<file path="src/rtl/rom_fetch_pkg.sv">
// rom_fetch_pkg: shared types and constants for the boot ROM instruction fetch unit
package rom_fetch_pkg;

    localparam logic [31:0] ROM_WORD_BYTES = 32'd4;

    typedef struct packed {
        logic [31:0] pc;
        logic [31:0] instr;
    } fetch_entry_t;

    function automatic logic [31:0] word_align(input logic [31:0] addr);
        return {addr[31:2], 2'b00};
    endfunction

endpackage

</file>
<file path="src/rtl/rom_fetch_buffer.sv">
// rom_fetch_buffer: prefetch FIFO of fetched {pc, instr} entries with single-cycle flush
module rom_fetch_buffer
    import rom_fetch_pkg::*;
#(
    parameter int DEPTH = 4
) (
    input  logic                     clock,
    input  logic                     reset,
    input  logic                     push,
    input  fetch_entry_t             push_data,
    input  logic                     pop,
    input  logic                     flush,
    output fetch_entry_t             head,
    output logic [$clog2(DEPTH):0]   count,
    output logic                     empty,
    output logic                     full
);

    localparam int AW = $clog2(DEPTH);

    fetch_entry_t  mem [DEPTH];
    logic [AW-1:0] rd_ptr;
    logic [AW-1:0] wr_ptr;

    assign empty = count == '0;
    assign full  = count == (AW+1)'(DEPTH);
    assign head  = empty ? '0 : mem[rd_ptr];

    // entry storage; stale contents are harmless because the head is masked while empty
    always_ff @(posedge clock) begin
        if (push && !flush) mem[wr_ptr] <= push_data;
    end

    // pointers wrap naturally since DEPTH is a power of two
    always_ff @(posedge clock or negedge reset) begin
        if (!reset) begin
            rd_ptr <= '0;
            wr_ptr <= '0;
            count  <= '0;
        end else if (flush) begin
            rd_ptr <= '0;
            wr_ptr <= '0;
            count  <= '0;
        end else begin
            if (push) wr_ptr <= wr_ptr + AW'(1);
            if (pop) rd_ptr <= rd_ptr + AW'(1);
            count <= count + (AW+1)'(push) - (AW+1)'(pop);
        end
    end

endmodule

</file>
<file path="src/rtl/rom_fetch.sv">
// rom_fetch: sequential instruction fetch from the boot ROM into a prefetch FIFO, one request in flight
module rom_fetch
    import rom_fetch_pkg::*;
#(
    parameter int          DEPTH    = 4,
    parameter logic [31:0] RESET_PC = 32'h00000000
) (
    input  logic        clock,
    input  logic        reset,
    input  logic        fetch_redirect,
    input  logic [31:0] fetch_target,
    output logic        fetch_valid,
    output logic [31:0] fetch_pc,
    output logic [31:0] fetch_instr,
    input  logic        fetch_ready,
    output logic        rom_valid,
    output logic        rom_instr,
    output logic [31:0] rom_addr,
    input  logic [31:0] rom_rdata,
    input  logic        rom_ready
);

    localparam int CW = $clog2(DEPTH) + 1;

    logic [31:0]   req_pc;
    logic [31:0]   resp_pc;
    logic          outstanding;
    logic [CW-1:0] count;
    logic          empty;
    logic          full;
    logic          resp;
    logic          pop;
    fetch_entry_t  push_data;
    fetch_entry_t  head;

    // issue only when the in-flight word is guaranteed a FIFO slot; same-cycle pops are not credited
    assign rom_valid   = reset && !fetch_redirect && (count + CW'(outstanding) < CW'(DEPTH));
    assign rom_instr   = 1'b1;
    assign rom_addr    = word_align(req_pc);
    assign resp        = rom_ready && outstanding && !fetch_redirect;
    assign fetch_valid = !empty && !fetch_redirect;
    assign pop         = fetch_valid && fetch_ready;
    assign push_data   = '{pc: resp_pc, instr: rom_rdata};
    assign fetch_pc    = head.pc;
    assign fetch_instr = head.instr;

    rom_fetch_buffer #(.DEPTH(DEPTH)) u_buffer (
        .clock     (clock),
        .reset     (reset),
        .push      (resp && !full),
        .push_data (push_data),
        .pop       (pop),
        .flush     (fetch_redirect),
        .head      (head),
        .count     (count),
        .empty     (empty),
        .full      (full)
    );

    // PC walk and outstanding-request tracking; redirect overrides issue and response
    always_ff @(posedge clock or negedge reset) begin
        if (!reset) begin
            req_pc      <= RESET_PC;
            resp_pc     <= RESET_PC;
            outstanding <= 1'b0;
        end else if (fetch_redirect) begin
            req_pc      <= word_align(fetch_target);
            outstanding <= 1'b0;
        end else if (rom_valid) begin
            resp_pc     <= req_pc;
            req_pc      <= req_pc + ROM_WORD_BYTES;
            outstanding <= 1'b1;
        end else if (resp) begin
            outstanding <= 1'b0;
        end
    end

endmodule

</file>
<file path="config.mk">
export PLATFORM = sky130hd
export DESIGN_NAME = rom_fetch
export DESIGN_NICKNAME = d
export VERILOG_FILES = /design/src/rtl/rom_fetch_pkg.sv /design/src/rtl/rom_fetch_buffer.sv /design/src/rtl/rom_fetch.sv
export SDC_FILE = /design/constraint.sdc
export NUM_CORES = 1
export LEC_CHECK = 0
export CELL_PAD_IN_SITES_DETAIL_PLACEMENT = 0
export CELL_PAD_IN_SITES_GLOBAL_PLACEMENT = 1
export CORE_MARGIN = 4
export CORE_UTILIZATION = 47
export DETAILED_ROUTE_END_ITERATION = 10
export PLACE_DENSITY_LB_ADDON = 0.3
export SYNTH_ARGS = -nofsm -noshare
export SYNTH_HDL_FRONTEND = slang
export SYNTH_SLANG_ARGS = --single-unit
</file>
<file path="constraint.sdc">
create_clock -name clock -period 3.7 [get_ports clock]
set_input_delay 0.555 -clock clock [delete_from_list [all_inputs] [get_ports clock]]
set_output_delay 0.555 -clock clock [all_outputs]
set_load 0.01 [all_outputs]
</file>
After elaboration in Yosys (flattened, before gate mapping)
Memories as Yosys holds them, arrays and structs flattened.
Index checks and enable logic that the tools add are counted.
{ "totals": {"mem_bits_rw": 256, "inputBits": 69, "n_memories": 1, "elab_cells": 46, "reg_bits": 72, "output_inout_bits": 99} }
{ "op_classes": {"eq_ne": 1, "bitwise_logic": 1, "n_addsub": 6, "n_mux": 13, "magnitude_cmp": 1, "n_reduce_logical": 17} }
{ "mem_list": {"columns": ["name", "words", "word_bits", "rd", "rd_clocked_by_memory_dff", "wr", "line", "rtl"], "rows": [
  ["u_buffer.mem", 4, 64, 1, 0, 1, "rom_fetch_buffer.sv:21", "fetch_entry_t mem [DEPTH];"]
]} }
{ "op_table": {"columns": ["op", "count"], "rows": [
  ["2-to-1 mux 32 bit", 2],
  ["2-to-1 mux 64 bit", 1],
  ["adder 32 x 3 -> 32 bit (second input constant)", 1],
  ["logical AND 1 bit", 8],
  ["2-to-1 mux 2 bit", 4],
  ["adder 3 x 1 -> 3 bit", 2],
  ["nonzero test 2 bit", 3],
  ["2-to-1 mux 1 bit", 5],
  ["adder 2 x 1 -> 2 bit (second input constant)", 2],
  ["equality test 3 bit (second input constant)", 1],
  ["zero test 1 bit", 3],
  ["zero test 3 bit", 1],
  ["< comparator 3 bit (second input constant)", 1],
  ["2-to-1 mux 3 bit", 1],
  ["nonzero test 3 bit", 1],
  ["subtractor 3 x 1 -> 3 bit", 1],
  ["AND reduction 2 bit", 1],
  ["NOT 1 bit", 1]
]} }

Depth between registers and ports, before layout
{ "depth": {"ltp_word": 6, "mapped_depth": 11, "depth_no_buf": 10} }

Cells and area by module
From an unflattened synthesis, not the netlist that was laid out.
{ "unflattened": {"cells_unflattened": 771, "hier_area_um2": 13404.1} }
{ "by_module_without_submodules": {"columns": ["mod", "cells_per_inst", "area_per_inst_um2", "seq_area_each_um2", "n_inst"], "rows": [
  ["rom_fetch_buffer", 446, 10132.2, 7862.5, 1],
  ["rom_fetch", 325, 3271.9, 1526.5, 1]
]} }

Least setup slack after synthesis
Ideal clock, no wire load.
{ "synth_timing": {"kind": "input-to-reg", "from": "input fetch_redirect", "to": "memory u_buffer.mem[0][0] in the netlist's numbering, enable pin", "stages": 3, "setup_ns": 0.426, "t_arrival_ns": 2.724, "n_path_buf": 1, "setup_slack_ns": 0.550, "t_required_ns": 3.274, "path_cell_list": "clkbuf_1 > a211oi_1 > and2_1"} }
{ "synth_between": {"elab_chain_cells": 6} }
{ "synth_lines": {"columns": ["element", "line", "rtl"], "rows": [
  ["start, declared", "rom_fetch.sv:10", "input logic fetch_redirect,"],
  ["zero test 1 bit (*)", "rom_fetch_buffer.sv:31, rom_fetch.sv:40", null],
  ["logical AND 1 bit", "rom_fetch.sv:40", "assign resp = rom_ready && outstanding && !fetch_redirect;"],
  ["logical AND 1 bit", "rom_fetch.sv:50", ".push (resp && !full),"],
  ["logical AND 1 bit (*)", "rom_fetch_buffer.sv:31", "if (push && !flush) mem[wr_ptr] <= push_data;"],
  ["2-to-1 mux 1 bit (*)", "rom_fetch_buffer.sv:31", null],
  ["2-to-1 mux 1 bit (implied by the code) (*)", "rom_fetch_buffer.sv:31", null],
  ["end, declared", "rom_fetch_buffer.sv:21", null]
]} }
Every way passes the cells marked *; elsewhere a longest branch is shown, timed or not.

Worst setup path in the final report
{ "layout_timing": {"from": "register u_buffer.count[2]", "to": "output fetch_pc[19]"} }
{ "layout_between": {"elab_chain_cells": 2} }
{ "layout_lines": {"columns": ["element", "line", "rtl"], "rows": [
  ["start, declared", "rom_fetch_buffer.sv:14", "output logic [$clog2(DEPTH):0] count,"],
  ["start signal, assigned", "rom_fetch_buffer.sv:47", "count <= count + (AW+1)'(push) - (AW+1)'(pop);"],
  ["zero test 3 bit", "rom_fetch_buffer.sv:25", "assign empty = count == '0;"],
  ["2-to-1 mux 64 bit", "rom_fetch_buffer.sv:27", "assign head = empty ? '0 : mem[rd_ptr];"],
  ["end, declared", "rom_fetch.sv:13", "output logic [31:0] fetch_pc,"]
]} }
Every way passes these cells.

==> flow_metrics.env <==
export IMPL_grtUsageTotal_pct=17.8
export IMPL_ys_flop_type="edfxtp_1"
export IMPL_ys_ff_latch=316
export IMPL_h_tree_depth=2
export IMPL_final_nets=969
export IMPL_final_cell_mix="edfxtp_1 (248), clkdlybuf4s50_1 (158), and2_1 (66), dfrtp_1 (66), mux4_2 (62)"
export IMPL_start_kind="flop"
export IMPL_clkPwrFrac_pct=32.2
export IMPL_numCtsBuffers=34
export IMPL_ir_worst_vdd_mv=0.262
export IMPL_maxSlewViolCount=0
export IMPL_timing_rr_start="u_buffer.count[2]$_DFF_PN0_"
export IMPL_drv_cap=0
export IMPL_crit_path_end_kind="output pin"
export IMPL_grt_pass1_vias=7487
export IMPL_grt_overflow_total=0
export IMPL_swShare_pct=25.2
export IMPL_die_area_mm2=0.0299
export IMPL_p_int_w=0.00745
export IMPL_first_iter_violations=441
export IMPL_drc_errors=0
export IMPL_layout_commonest_cell="edfxtp_1"
export IMPL_slew_headroom_pct=37.3
export IMPL_synth_edf_count=248
export IMPL_critical_path_class="flop to output pin"
export IMPL_crit_start="u_buffer.count[2]$_DFF_PN0_"
export IMPL_drive_above_1_share_pct=19.1
export IMPL_clock_skew_final_ps=11.3
export IMPL_antenna_left=0
export IMPL_syn_inst=715
export IMPL_yosysWarnings=0
export IMPL_setup_viol=0
export IMPL_ctsLongestPathBuffers=3
export IMPL_synth_area_mm2=0.0128
export IMPL_grt_pass1_wl_um=42200
export IMPL_grt_max_degree=69
export IMPL_dieHeight_um=173
export IMPL_post_route_period_util_pct=90.0
export IMPL_place_hpwl_um=16900
export IMPL_area_growth_syn_to_layout_pct=24.5
export IMPL_wl_per_cell_um=21.3
export IMPL_core_mm2=0.0269
export IMPL_cp_arrival_ps=2770
export IMPL_cts_sink_count=316
export IMPL_finalHoldViolCount=0
export IMPL_whs_ps=313
export IMPL_finalWeightedCongestion=0.775
export IMPL_cts_root_buf="clkbuf_16"
export IMPL_tritoncts="done"
export IMPL_leakagePower_nw=5.35
export IMPL_setup_tns_ps=0
export IMPL_fp_dieW_um=173
export IMPL_rsz0062_at_grt="no"
export IMPL_viasPerCell=5.47
export IMPL_ff2ff_path_depth=10
export IMPL_power_frac_comb_pct=22.4
export IMPL_initial_core_util_pct=47.6
export IMPL_cts_hold_buf=0
export IMPL_powerDensity_mw_per_mm2=626
export IMPL_power_switching_w=0.00251
export IMPL_max_slew_worst_pin_slew_ps=940
export IMPL_antenna_found_initial=0
export IMPL_diodes=0
export IMPL_worstSkewPairLatency_ps=500
export IMPL_clkSlewWorstSetupHoldPaths_ps=60
export IMPL_rr_endpoint="u_buffer.count[2]$_DFF_PN0_"
export IMPL_vias=6881
export IMPL_syn_avg_cell_area_um2=17.9
export IMPL_io_pin_count=168
export IMPL_row_count=60
export IMPL_seq_area_frac_synth_pct=71.6
export IMPL_worstHoldPathType="input port to asynchronous set/reset pin"
export IMPL_synth_cell_types=44
export IMPL_async_flop_share_pct=21.5
export IMPL_cts_resized_gates=0
export IMPL_worst_ep_required_time_ps=3140
export IMPL_dr_pass1_iters=5
export IMPL_critPathMaxFanout=33
export IMPL_endpoint="fetch_pc[19]"
export IMPL_port_buffers=160
export IMPL_pwr_share_seq_pct=45.4
export IMPL_status="finished clean"
export IMPL_r2r_setup_slack_ps=830
export IMPL_period_needed_ps=3330
export IMPL_max_freq_mhz=300
export IMPL_postRouteWirelength_um=26700
export IMPL_cts_setup_buffers=0
## synth_stat cells, drive strengths merged (2+ instances only)
| master | number | share of area [%] |
|---|---|---|
| o21ai | 27 | 1.1 |
| and2 | 70 | 3.4 |
| mux2i | 2 | 0.25 |
| nor3 | 10 | 0.47 |
| or3 | 2 | 0.098 |
| a21oi | 2 | 0.078 |
| nand4 | 7 | 0.34 |
| nor2b | 3 | 0.15 |
| mux4 | 62 | 11 |
| clkbuf | 20 | 0.59 |
| nor4b | 2 | 0.14 |
| dfrtp | 68 | 13 |
| xnor2 | 23 | 1.6 |
| ha | 7 | 0.68 |
| mux2 | 33 | 2.9 |
| inv | 9 | 0.26 |
| conb | 2 | 0.059 |
| a211o | 2 | 0.14 |
| nor2 | 9 | 0.26 |
| and4 | 6 | 0.41 |
| nand2b | 2 | 0.098 |
| nand3 | 9 | 0.39 |
| edfxtp | 248 | 58 |
| and3 | 3 | 0.19 |
| nor3b | 2 | 0.12 |
| nand2 | 42 | 1.2 |
| nor4 | 12 | 0.75 |
| buf | 19 | 0.89 |
| xor2 | 8 | 0.61 |
## cell families (layout without fill, tap and decap cells)
group / after synthesis / count (layout) / synth area share (%)
other: 2 / 5 / 0.0587
DFF: 316 / 316 / 71.6
adders and majority gates: 8 / 8 / 0.842
xor gates and xnor gates: 31 / 31 / 2.18
buffers and inverters: 48 / 246 / 1.74
AOI/OAI and AO/OA: 34 / 34 / 1.47
and+or+nand+nor: 179 / 179 / 8.07
muxes: 97 / 97 / 14.1
## layer usage
layer  wire (µm)  track usage, %  vias to the layer above
met2       13600            30.5                      196
met1       11200            23.6                     3550
li1            -               -                     3097
met5           0               0                        -
met3        1330            3.43                       38
met4         541            5.15                        0
## power by group through the flow
stage	Clock, W	Sequential, W	Combinational (W)
after global routing	0.00343	0.00457	0.00242
after global placement	0	0.00456	0.00226
final	0.00321	0.00452	0.00223
after detailed placement	0	0.00460	0.00228
after CTS	0.00329	0.00453	0.00229
after floorplan	0	0.00447	0.00127
## through the flow
step,instances,util (%),setup slack [ps],total power (W),instance area (µm²)
2_1_floorplan,718,-,550,0.00574,12800
3_3_place_gp,1197,55.3,836,0.00682,14900
3_5_place_dp,1197,55.3,811,0.00688,14900
4_1_cts,1257,59.2,319,0.0101,15900
5_1_grt,1257,59.2,264,0.0104,15900
6_report,1257,59.2,371,0.00996,15900
## sequential cells by signal, summed over array words and instances, names as in the netlist
signal	cells
u_buffer.count	3
req_pc	30
u_buffer.wr_ptr	2
outstanding	1
resp_pc	30
u_buffer.mem	248
u_buffer.rd_ptr	2
## worst min-delay path by stage
stage,endpoint,cells past startpoint,start,slack (ps)
2_1_floorplan,outstanding$_DFFE_PN0P_,0,reset,260
4_1_cts,req_pc[23]$_DFFE_PN0P_,2,reset,350
3_5_place_dp,u_buffer.mem[0][61]$_DFFE_PP_,0,resp_pc[29]$_DFFE_PN0P_,500
3_3_place_gp,u_buffer.mem[0][47]$_DFFE_PP_,0,resp_pc[15]$_DFFE_PN0P_,480
5_1_grt,req_pc[14]$_DFFE_PN0P_,2,reset,390
6_report,req_pc[14]$_DFFE_PN0P_,2,reset,310
## final cells by class
| type | count | area [µm²] |
|---|---|---|
| Tap cell | 341 | 427 |
| Timing Repair Buffer | 177 | 1800 |
| Clock buffer | 43 | 906 |
| Inverter | 9 | 33.8 |
| Multi-Input combinational cell | 354 | 3440 |
| Clock inverter | 17 | 160 |
| Fill cell | 2002 | 11000 |
| Sequential cell | 316 | 9150 |
## worst max-delay path, stage by stage (launching register included)
cell and delay, ps:
dfrtp_1 460, or3_2 840, buf_12 290, and2_1 180, clkdlybuf4s50_1 490
Power figures use the tool's default switching activity.
